**src/rtl/truth_table_sweeper.sv**
```systemverilog
// Exhaustive truth-table self-test engine: walks every input vector in ascending order, holds each
// for DWELL clocks, then compares the DUT output against TT_EXP and records the results.
module truth_table_sweeper #(
    parameter int unsigned                N_IN        = 4,
    parameter logic [(2**N_IN)-1:0]       TT_EXP      = 16'hF830,
    parameter int unsigned                DWELL       = 3,
    parameter bit                         STOP_ON_ERR = 1'b0
) (
    input  logic            clk,
    input  logic            rst,
    input  logic            start,
    output logic [N_IN-1:0] vec_out,
    input  logic            dut_f,
    output logic            busy,
    output logic            done,
    output logic            pass,
    output logic [N_IN:0]   err_cnt,
    output logic            first_err_valid,
    output logic [N_IN-1:0] first_err_vec
);

    // Keep the dwell counter at least one bit wide so DWELL=1 still elaborates.
    localparam int unsigned   DW         = (DWELL > 1) ? $clog2(DWELL) : 1;
    localparam logic [DW-1:0] DWELL_LAST = DW'(DWELL - 1);

    typedef enum logic [1:0] {StIdle, StRun, StDone} state_t;

    state_t        state;
    logic [DW-1:0] dwell_cnt;
    logic          mismatch;
    logic          last_vec;
    logic          err_zero;

    assign mismatch = dut_f ^ TT_EXP[vec_out];
    assign last_vec = &vec_out;
    assign err_zero = (err_cnt == '0);

    always_ff @(posedge clk or posedge rst) begin
        if (rst) begin
            state           <= StIdle;
            vec_out         <= '0;
            dwell_cnt       <= '0;
            busy            <= 1'b0;
            done            <= 1'b0;
            pass            <= 1'b0;
            err_cnt         <= '0;
            first_err_valid <= 1'b0;
            first_err_vec   <= '0;
        end else begin
            unique case (state)
                StIdle, StDone: begin
                    done <= 1'b0;
                    if (start) begin
                        state           <= StRun;
                        busy            <= 1'b1;
                        vec_out         <= '0;
                        dwell_cnt       <= '0;
                        pass            <= 1'b0;
                        err_cnt         <= '0;
                        first_err_valid <= 1'b0;
                        first_err_vec   <= '0;
                    end
                end
                StRun: begin
                    if (dwell_cnt != DWELL_LAST) begin
                        dwell_cnt <= dwell_cnt + DW'(1);
                    end else begin
                        // Sample edge: the DUT has had DWELL-1 cycles to settle on vec_out.
                        if (mismatch) begin
                            err_cnt <= err_cnt + (N_IN + 1)'(1);
                            if (!first_err_valid) begin
                                first_err_valid <= 1'b1;
                                first_err_vec   <= vec_out;
                            end
                        end
                        if (last_vec || (STOP_ON_ERR && mismatch)) begin
                            state <= StDone;
                            busy  <= 1'b0;
                            done  <= 1'b1;
                            pass  <= err_zero && !mismatch;
                        end else begin
                            vec_out   <= vec_out + N_IN'(1);
                            dwell_cnt <= '0;
                        end
                    end
                end
                default: state <= StIdle;
            endcase
        end
    end

endmodule

```
**config.mk**
```make
export PLATFORM = sky130hd
export DESIGN_NAME = truth_table_sweeper
export DESIGN_NICKNAME = d
export VERILOG_FILES = /design/src/rtl/truth_table_sweeper.sv
export SDC_FILE = /design/constraint.sdc
export NUM_CORES = 1
export LEC_CHECK = 0
export BUFFER_PORTS_ARGS = -buffer_cell sky130_fd_sc_hd__clkbuf_2
export CAP_MARGIN = 20
export CORE_MARGIN = 2
export CORE_UTILIZATION = 40
export DETAILED_ROUTE_END_ITERATION = 12
export MAX_ROUTING_LAYER = met4
export PLACE_DENSITY = 0.65
export SETUP_SLACK_MARGIN = 0.05
export SLEW_MARGIN = 20
export SYNTH_ARGS = -nofsm -noshare
export SYNTH_HDL_FRONTEND = slang
export SYNTH_SLANG_ARGS = --single-unit
```
**constraint.sdc**
```tcl
create_clock -name clk -period 1.9 [get_ports clk]
set_input_delay 0.38 -clock clk [delete_from_list [all_inputs] [get_ports clk]]
set_output_delay 0.38 -clock clk [all_outputs]
set_load 0.01 [all_outputs]
```
==> reports/results.ini <==
[synthesis]
ys_ff_latch = 21
synth.avg_cell_area_um2 = 9.51
synth_seq_area_share_pct = 48.1
yosysTopAreaCell = dfrtp_1
yosysWarningCount = 0
yosys.area.top_type_share_pct = 48.1
synthCells = 115
netlist_area_mm2 = 0.00109
yosys-top-cells-area = dfrtp_1 48%, nand2_1 6.5%, mux2i_1 6.4%
ys_types = 28
synth_nets = 123

[floorplan]
std_cell_rows = 18
start_util_pct = 43.0
die-area_mm2 = 0.00317
io_pins = 21
core_area_mm2 = 0.00254
die_w_um = 56.3
die_h_um = 56.3

[grt]
antenna_found_initial = 0
grt_pass1_vias = 814
globalRoute.totalOverflow = 0
grt_pass1_wl_um = 3840
grt_max_degree = 14
grtUsageTotal_pct = 16.3

[cts]
cts-root-buf = clkbuf_4
cts_setup_buffers = 0
worstSkewPairLatency_ps = 310
numCtsBuffers = 3
cts_tree = built
clock_path_buffers = 2
hold_buffers = 0
cts_sinks = 21
clkTransAtPathRegs_ps = 110
htree_levels = 1
cts_resized = 0

[detailed_routing]
wl_per_cell_um = 13.6
wl_met3_um = 101
vias = 925
drcViolationCount = 0
drt-total-wl_um = 2350
wirelength_met1_um = 1100
first_pass_iters = 4
antenna_left = 0
routed.top_layer = met4
met2_length_um = 1130
drtIter0Drc = 15
via_per_inst = 5.35

[flow_run]
cap_violations = 0

[timing]
rsz0062_at_grt = false
finClkSkew_ps = 4.09
max_freq_mhz = 567
hold_viol_final = 0
slew_viol_final = 0
relSlewSlack_pct = 64.2
finalSetupTns_ps = 0
period_share_pct = 92.9
setup_viol = 0
fin_crit_ps = 1760
worst_pin_slew_ps = 536

[power_and_ir_drop]
total_power_uw = 1790
p_per_area_mw_per_mm2 = 1370
p_leak_uw = 0.000685
peakVddDrop_v = 0.000753

[cells_and_area]
fin_nets = 152
diodes = 0
area_delta_synth_final_pct = 19.3
drive_above_1_share_pct = 25.2

[critical_path]
cp.required_ps = 2120
r2r_slack_ps = 140
cp_num_buf_inv = 1
crit_arrival_ps = 1980
worstSetupPathType = reg2reg
crit_path_top_delay_cell = dfrtp_2
cp_max_fo = 4
max_stage_delay_ps = 420
crit_path_end_kind = flop
crit_chain = ha_1 -> inv_1 -> ha_1 -> nor2b_1 -> or3_4 -> and2_4 -> o41ai_2
crit_family = simple AND/OR/NAND/NOR gates
startpoint_type = flop
cpMostUsedCell = ha_1

[place]
portBuffers = 20
dp_hpwl_um = 1770
gp_congestion = 0.805

[status]
status = completed

[min_path]
min_path_type = in2async

## where the power goes
part | leakage (uW) | total, uW | switching (uW) | internal (uW)
Sequential | 0.000251 | 755 | 152 | 603
Clock | 0.0000150 | 216 | 134 | 82.0
Combinational | 0.000420 | 822 | 452 | 370
Total | 0.000685 | 1790 | 739 | 1050
## synth_stat cells
| cell | number |
|---|---|
| a21o_1 | 2 |
| a21oi_1 | 2 |
| and2_4 | 1 |
| and3_1 | 1 |
| and4bb_2 | 1 |
| buf_2 | 1 |
| clkbuf_1 | 1 |
| dfrtp_1 | 21 |
| ha_1 | 4 |
| inv_1 | 9 |
| mux2i_1 | 7 |
| nand2_1 | 19 |
| nand2b_1 | 2 |
| nand3_1 | 12 |
| nand4bb_1 | 1 |
| nor2_1 | 6 |
| nor2b_1 | 3 |
| nor3_1 | 2 |
| nor3b_1 | 2 |
| o211ai_1 | 4 |
| o21a_1 | 2 |
| o21ai_0 | 5 |
| o21ai_1 | 1 |
| o31ai_1 | 1 |
| o32a_1 | 1 |
| o41ai_2 | 1 |
| or3_1 | 2 |
| or4b_2 | 1 |
## placed cells by master, fill, tap and decap left out, drive strengths merged, types with 3 or more instances in the layout
cell type and instances:
o21ai 6, nand2 19, clkbuf 24, ha 4
mux2i 7, nor2 6, nand3 12, buf 6
o211ai 4, inv 9, dfrtp 21, nor2b 3
## worst paths after layout
| path | start | endpoint | cells after the start |
|---|---|---|---|
| max | vec_out[0]$_DFFE_PP0P_ | pass$_DFFE_PP0P_ | 7 |
| min | rst | err_cnt[0]$_DFFE_PP0P_ | 2 |
| max reg2reg | vec_out[0]$_DFFE_PP0P_ | pass$_DFFE_PP0P_ | 7 |
| min reg2reg | done$_DFFE_PP0P_ | done$_DFFE_PP0P_ | 1 |
| max in group asynchronous | rst | vec_out[2]$_DFFE_PP0P_ | 3 |
| min in group clk | start | state[1]$_DFFE_PP0P_ | 3 |
## cell families (layout without fill, tap and decap cells)
| group | Yosys count | after routing | share of synthesized area (%) |
|---|---|---|---|
| buf+inv | 11 | 39 | 3.89 |
| mux | 7 | 7 | 6.41 |
| compound gates | 19 | 19 | 12.2 |
| fa+ha+maj | 4 | 4 | 4.58 |
| simple gates | 53 | 53 | 24.8 |
| flops | 21 | 21 | 48.1 |
## state kept, by name (all words and copies together), names as in the netlist
register and cells:
err_cnt 5, first_err_vec 4, vec_out 4, dwell_cnt 2
state 2, busy 1, done 1, first_err_valid 1
pass 1
## area by class of cell
cell class / instances / area [um^2]
well taps: 30 / 37.5
repair buffers: 26 / 145
multi-input cells: 83 / 536
flip-flops and latches: 21 / 527
fillers: 230 / 1240
inverters: 9 / 33.8
clock buffers: 4 / 26.3
## metrics by stage
stage / cells / instance area, um^2 / utilization (%) / setup slack (ps) / hold slack (ps)
2_1_floorplan: 115 / 1090 / - / 61.2 / 356
3_3_place_gp: 169 / 1270 / 49.9 / 181 / 409
3_5_place_dp: 169 / 1270 / 49.9 / 108 / 432
4_1_cts: 173 / 1290 / 50.9 / 96.2 / 77.3
5_1_grt: 173 / 1310 / 51.3 / 64.2 / 106
6_report: 173 / 1310 / 51.3 / 135 / 71.9
## layer usage
metal  GRT usage [%]  vias to the layer above
li1                -                      457
met1            22.1                      444
met2            23.4                       22
met5               -                        -
met3            4.84                        2
met4            5.10                        0
Note: power is estimated with default switching activity, not from simulation.
